[src/rtl/cnn_quad_job_sequencer.sv]
// Job sequencer for one cnn_layer_accel_quad: buffers descriptors, then walks each job through
// per-lane config beats, start, input-fetch servicing and a 4-phase completion handshake.
module cnn_quad_job_sequencer #(
    parameter int C_DEPTH = 4,
    parameter int C_CNT_W = 16
) (
    input  logic               clk_if,
    input  logic               rst_n,
    input  logic               desc_valid,
    output logic               desc_ready,
    input  logic [127:0]       desc_params,
    input  logic [127:0]       desc_cfg_data,
    input  logic [3:0]         desc_cfg_mask,
    input  logic               abort,
    output logic               job_start,
    input  logic               job_accept,
    output logic [127:0]       job_parameters,
    input  logic               job_fetch_request,
    output logic               job_fetch_ack,
    input  logic               job_fetch_complete,
    input  logic               job_complete,
    output logic               job_complete_ack,
    output logic [3:0]         config_valid,
    input  logic [3:0]         config_accept,
    output logic [127:0]       config_data,
    output logic               busy,
    output logic [C_CNT_W-1:0] jobs_done,
    output logic               err_unexpected
);

    localparam int AW = (C_DEPTH > 1) ? $clog2(C_DEPTH) : 1;
    localparam logic [AW:0] CNT_FULL = (AW+1)'(C_DEPTH);

    typedef enum logic [2:0] {
        ST_IDLE,
        ST_CFG,
        ST_START,
        ST_FETCH,
        ST_RUN,
        ST_ACK
    } state_t;

    state_t state;

    logic [127:0] fifo_params [C_DEPTH];
    logic [127:0] fifo_cfg    [C_DEPTH];
    logic [3:0]   fifo_mask   [C_DEPTH];
    logic [AW-1:0] wr_ptr;
    logic [AW-1:0] rd_ptr;
    logic [AW:0]   count;
    logic          full;
    logic          push;
    logic          pop;
    logic [3:0]    pending;
    logic [3:0]    pending_next;

    function automatic logic [3:0] lowest_bit(input logic [3:0] m);
        return m & (~m + 4'd1);
    endfunction

    assign full         = (count == CNT_FULL);
    assign desc_ready   = !full;
    assign push         = desc_valid && desc_ready;
    assign pop          = (state == ST_IDLE) && (count != '0);
    assign busy         = (state != ST_IDLE);
    assign pending_next = pending & ~config_valid;

    // NOTE: descriptor storage has no reset; validity is tracked by count alone, so the array stays plain RAM.
    always_ff @(posedge clk_if) begin
        if (push) begin
            fifo_params[wr_ptr] <= desc_params;
            fifo_cfg[wr_ptr]    <= desc_cfg_data;
            fifo_mask[wr_ptr]   <= desc_cfg_mask;
        end
    end

    always_ff @(posedge clk_if or negedge rst_n) begin
        if (!rst_n) begin
            wr_ptr <= '0;
            rd_ptr <= '0;
            count  <= '0;
        end else begin
            if (push) wr_ptr <= wr_ptr + 1'b1;
            if (pop)  rd_ptr <= rd_ptr + 1'b1;
            case ({push, pop})
                2'b10:   count <= count + 1'b1;
                2'b01:   count <= count - 1'b1;
                default: ;
            endcase
        end
    end

    // NOTE: every state and output register is assigned with <= so all updates land together at the edge.
    always_ff @(posedge clk_if or negedge rst_n) begin
        if (!rst_n) begin
            state            <= ST_IDLE;
            pending          <= '0;
            job_parameters   <= '0;
            config_valid     <= '0;
            config_data      <= '0;
            job_start        <= 1'b0;
            job_fetch_ack    <= 1'b0;
            job_complete_ack <= 1'b0;
            jobs_done        <= '0;
        end else begin
            job_fetch_ack <= 1'b0;
            if (abort && state != ST_IDLE) begin
                state            <= ST_IDLE;
                job_start        <= 1'b0;
                config_valid     <= '0;
                job_complete_ack <= 1'b0;
            end else begin
                unique case (state)
                    ST_IDLE: begin
                        if (pop) begin
                            job_parameters <= fifo_params[rd_ptr];
                            config_data    <= fifo_cfg[rd_ptr];
                            pending        <= fifo_mask[rd_ptr];
                            if (fifo_mask[rd_ptr] != 4'b0) begin
                                config_valid <= lowest_bit(fifo_mask[rd_ptr]);
                                state        <= ST_CFG;
                            end else begin
                                job_start <= 1'b1;
                                state     <= ST_START;
                            end
                        end
                    end
                    ST_CFG: begin
                        // Only the accept bit of the lane currently offered counts.
                        if ((config_valid & config_accept) != 4'b0) begin
                            pending      <= pending_next;
                            config_valid <= lowest_bit(pending_next);
                            if (pending_next == 4'b0) begin
                                job_start <= 1'b1;
                                state     <= ST_START;
                            end
                        end
                    end
                    ST_START: begin
                        if (job_accept) begin
                            job_start <= 1'b0;
                            state     <= ST_FETCH;
                        end
                    end
                    ST_FETCH: begin
                        job_fetch_ack <= job_fetch_request;
                        if (job_complete) begin
                            job_complete_ack <= 1'b1;
                            state            <= ST_ACK;
                        end else if (job_fetch_complete) begin
                            state <= ST_RUN;
                        end
                    end
                    ST_RUN: begin
                        if (job_complete) begin
                            job_complete_ack <= 1'b1;
                            state            <= ST_ACK;
                        end
                    end
                    ST_ACK: begin
                        if (!job_complete) begin
                            job_complete_ack <= 1'b0;
                            jobs_done        <= jobs_done + 1'b1;
                            state            <= ST_IDLE;
                        end
                    end
                    default: state <= ST_IDLE;
                endcase
            end
        end
    end

    always_ff @(posedge clk_if or negedge rst_n) begin
        if (!rst_n) begin
            err_unexpected <= 1'b0;
        end else if ((job_complete && (state == ST_IDLE || state == ST_CFG || state == ST_START)) ||
                     (job_fetch_request && state != ST_FETCH) ||
                     (job_accept && state != ST_START)) begin
            err_unexpected <= 1'b1;
        end
    end

endmodule

[config.mk]
export PLATFORM = sky130hd
export DESIGN_NAME = cnn_quad_job_sequencer
export DESIGN_NICKNAME = d
export VERILOG_FILES = /design/src/rtl/cnn_quad_job_sequencer.sv
export SDC_FILE = /design/constraint.sdc
export NUM_CORES = 1
export LEC_CHECK = 0
export BUFFER_PORTS_ARGS = -buffer_cell sky130_fd_sc_hd__clkbuf_2
export CAP_MARGIN = 20
export CORE_MARGIN = 4
export CORE_UTILIZATION = 30
export CTS_CLUSTER_DIAMETER = 60
export DETAILED_ROUTE_END_ITERATION = 12
export PLACE_DENSITY_LB_ADDON = 0.05
export SYNTH_ARGS = -nofsm -noshare
export SYNTH_HDL_FRONTEND = slang
export SYNTH_SLANG_ARGS = --single-unit
[constraint.sdc]
create_clock -name clk_if -period 7.1 [get_ports clk_if]
set_clock_uncertainty 0.05 [all_clocks]
set_input_delay 0.355 -clock clk_if [delete_from_list [all_inputs] [get_ports clk_if]]
set_output_delay 0.355 -clock clk_if [all_outputs]
set_load 0.05 [all_outputs]
==> metrics.md <==
| Metric | Value |
|---|---|
| Maximum clock insertion buffer count | 3 |
| Commonest cells after routing, fill and taps aside | 1,040 x edfxtp_1, 552 x clkbuf_2, 292 x dfrtp_1 |
| Routability cong. | about 0.74 |
| Power per cell area | between 400 and 500 nW/µm² |
| Total gr overflow | 0 |
| DRT Wirelength | 127,900 µm |
| GR Util All Layers | 0.1510 |
| DP HPWL | 72,870 µm |
| Register bit total from synthesis | between 1,000 and 1,500 |
| Number of port buffers | 553 |
| Number of max-cap violations | 0 |
| EDFF count, synth | 1,040 |
| Vias post-DR | 24,230 |
| Pin count of the biggest net entering global routing | about 130 |
| Wire per inst | between 20 and 25 µm |
| Die height | 411.6 µm |
| Total I/O pin count | 554 |
| Post-synth ARST share | 0.2204 |
| Clk slew on worst S/H paths | approximately 0.060 ns |
| # hold bufs at CTS | roughly 270 |
| Initial antenna violation count | 26 |
| Tightest Hold Check Type | in -> async |
| Max Slew Vio Count | 0 |
| CTS tree | built |
| Resize count post-CTS | 0 |
| Status | complete, no violations |
| Comb pwr share | 0.348 |
| Fraction of layout cells with a size suffix above 1 | 0.4263 |
| VDD IR max | about 440 µV |
| Synth Instances | 2,116 |
| Final hold vios | 0 |
| Global-route wire length before repair | between 150,000 and 200,000 µm |
| Sink Count | 1,334 |
| Syn Nets | 2,395 |
| DR vias/cell | 4.528 |
| P&R area growth vs syn | 27.74% |
| Relative slew margins | 0.2127 |
| H-Tree Depth | 4 |
| Post-CTS setup buffers | 0 |
| Seq/Total Area, Yosys | 0.7895 |
| Setup-failing EPs final | 0 |
| Fmax | 264.4 MHz |
| # fillers | ~15,000 |
| CTS Buf Count | 160 |
| Internal power | 19,440 µW |
| Period utilisation layout | 0.5327 |
| Clk_lat worst skew | 0.76 ns |
| Static leakage | 0.02234 µW |
| Drt pass-1 iters | 5 |
| Net Sw Power | 10,740 µW |
| Detailed Route Iter0 Violations | 1,351 |
| CP arrival | 4.37 ns |
| Vias in the first global route | 26,720 |
| Placement Cell Area | 54,360 µm² |
| CP cell instances | nor3_1 > inv_2 > nor2_4 > buf_4 > buf_12 > mux2_2 |
| Most common cell after layout, fill and taps aside | edfxtp_1 |
| Average cell area after synthesis | about 23 µm² |
| Total negative slack | 0 ns |
| Effective utilization at floorplan | 0.3030 |
| Finished Cell Area | 62,430 µm² |
| Die width | about 400 µm |
| Worst-Margin Slew | ~1.2 ns |
| Rows | 147 |
| Minimum clock period | 3.782 ns |
| DR DRC count | 0 |
| Seq pwr share | 0.381 |
| Nets | 3,314 |
| CP endpoint kind | flip-flop |
| Unrepaired setup endpoints after global routing | no |
| CORE AREA | 161,300 µm² |
| Clock share of power | 0.271 |
| Antenna viol nets, final | 0 |
| Non-Filler Instances | ~5,400 |
| Mapped cell area | 48,880 µm² |
| Yosys cell types | 47 |
| Switching share of power | 0.3559 |
| Placed cells | between 4,000 and 5,000 |
| CP required | 7.69 ns |
| WS Path Type | reg -> reg |
| Top_reg_cell synth | edfxtp_1 |
| CP Launch Type | flip-flop |
| Die area | 169,400 µm² |
| Yosys warns | 0 |
| CP max FO | around 120 |
| CP max stage delay | 0.72 ns |
| CP max-delay cell | buf_4 |
| Root Driver | clkbuf_16 |
## flip-flops by register name (all words and copies together), names as in the netlist
| signal | count |
|---|---|
| jobs_done | 16 |
| job_start | 1 |
| err_unexpected | 1 |
| config_data | 128 |
| state | 3 |
| fifo_mask | 16 |
| fifo_cfg | 512 |
| fifo_params | 512 |
| job_complete_ack | 1 |
| config_valid | 4 |
| rd_ptr | 2 |
| wr_ptr | 2 |
| count | 3 |
| pending | 4 |
| job_fetch_ack | 1 |
| job_parameters | 128 |
## critical path: cells and delay by family (launching register included)
| family | cells | cell delay, ns |
|---|---|---|
| buffers and inverters | 3 | 1.45 |
| and+or+nand+nor | 2 | 0.72 |
| DFF | 1 | 0.56 |
| muxes | 1 | 0.42 |
## layout make-up
| type | count | area, µm² | share of cell area |
|---|---|---|---|
| clock inverter | 74 | 773.2 | 0.01239 |
| clock buffer | 227 | 4573 | 0.07325 |
| timing repair buffer | 849 | 5833 | 0.09343 |
| multi-input combinational | 680 | 9877 | 0.1582 |
| antenna | 17 | 42.54 | 0.0006814 |
| inverter | 10 | 37.54 | 0.0006012 |
| sequential | 1334 | 38590 | 0.6182 |
| tap | 2160 | 2703 | 0.04329 |
## metrics by stage
stage          worst slack (ns)  utilization  total power, µW  hold slack (ns)
6_report                  3.318       0.3871            30180          0.02765
5_1_grt                   3.188       0.3869            31800          0.02716
4_1_cts                   3.343       0.3868            30920         0.006926
3_5_place_dp              3.330       0.3370            22400           0.2861
3_3_place_gp              3.401       0.3370            22220           0.2868
2_1_floorplan             2.403            -            19190         0.009409
## kinds of logic after synthesis
group | after synthesis | share of synthesized area
AO/OA/AOI/OAI | 35 | 0.004813
XOR/XNOR | 22 | 0.003942
adder cells (fa/ha/maj) | 7 | 0.001946
buffers and inverters | 102 | 0.008960
flip-flops | 1334 | 0.7895
multiplexers | 525 | 0.1808
AND/OR/NAND/NOR | 91 | 0.01006
## routing by layer
metal,vias up,global-route usage,share of wire
li1,10570,-,-
met1,12850,0.1963,0.42
met2,586,0.2447,0.49
met3,210,0.04618,0.071
met4,14,0.04301,0.023
met5,-,0,0.00066
## power groups by stage
stage,clock network [µW],registers (µW),logic [µW]
finish,8180,11500,10500
global placement,0,11600,10600
floorplan,0,14200,5010
global route,8850,11700,11200
CTS,8500,11600,10900
detailed placement,0,11700,10700
## final timing paths
check	start	slack, ns	endpoint	cells after the start
worst min register to register	jobs_done[15]	0.43	jobs_done[15]	1
worst max register to register	state[0]	3.32	job_parameters[25]	6
max in group asynchronous	rst_n	5.55	config_data[88]	3
worst max-delay path	state[0]	3.32	job_parameters[25]	6
worst min-delay path	rst_n	0.03	job_parameters[100]	2
min in group clk_if	job_accept	0.09	state[2]	5
## synthesized netlist by cell type (4+ instances only)
cell,number,area [µm²]
a21oi_1,9,45.04
a22o_1,4,35.03
and2_1,6,37.54
and3_1,6,37.54
buf_1,20,75.07
buf_2,35,175.2
clkbuf_1,35,131.4
dfrtp_1,294,7357
edfxtp_1,1040,31230
ha_1,6,75.07
inv_1,9,33.78
mux2_2,262,2950
mux4_2,260,5856
nand2_1,15,56.30
nand2b_1,7,43.79
nand3_1,10,50.05
nand4_1,7,43.79
nor2_1,14,52.55
nor2b_1,8,50.05
nor3_1,8,40.04
o21ai_0,8,40.04
xnor2_1,15,131.4
xor2_1,7,61.31
No activity file was read; power rests on OpenSTA's default activity.
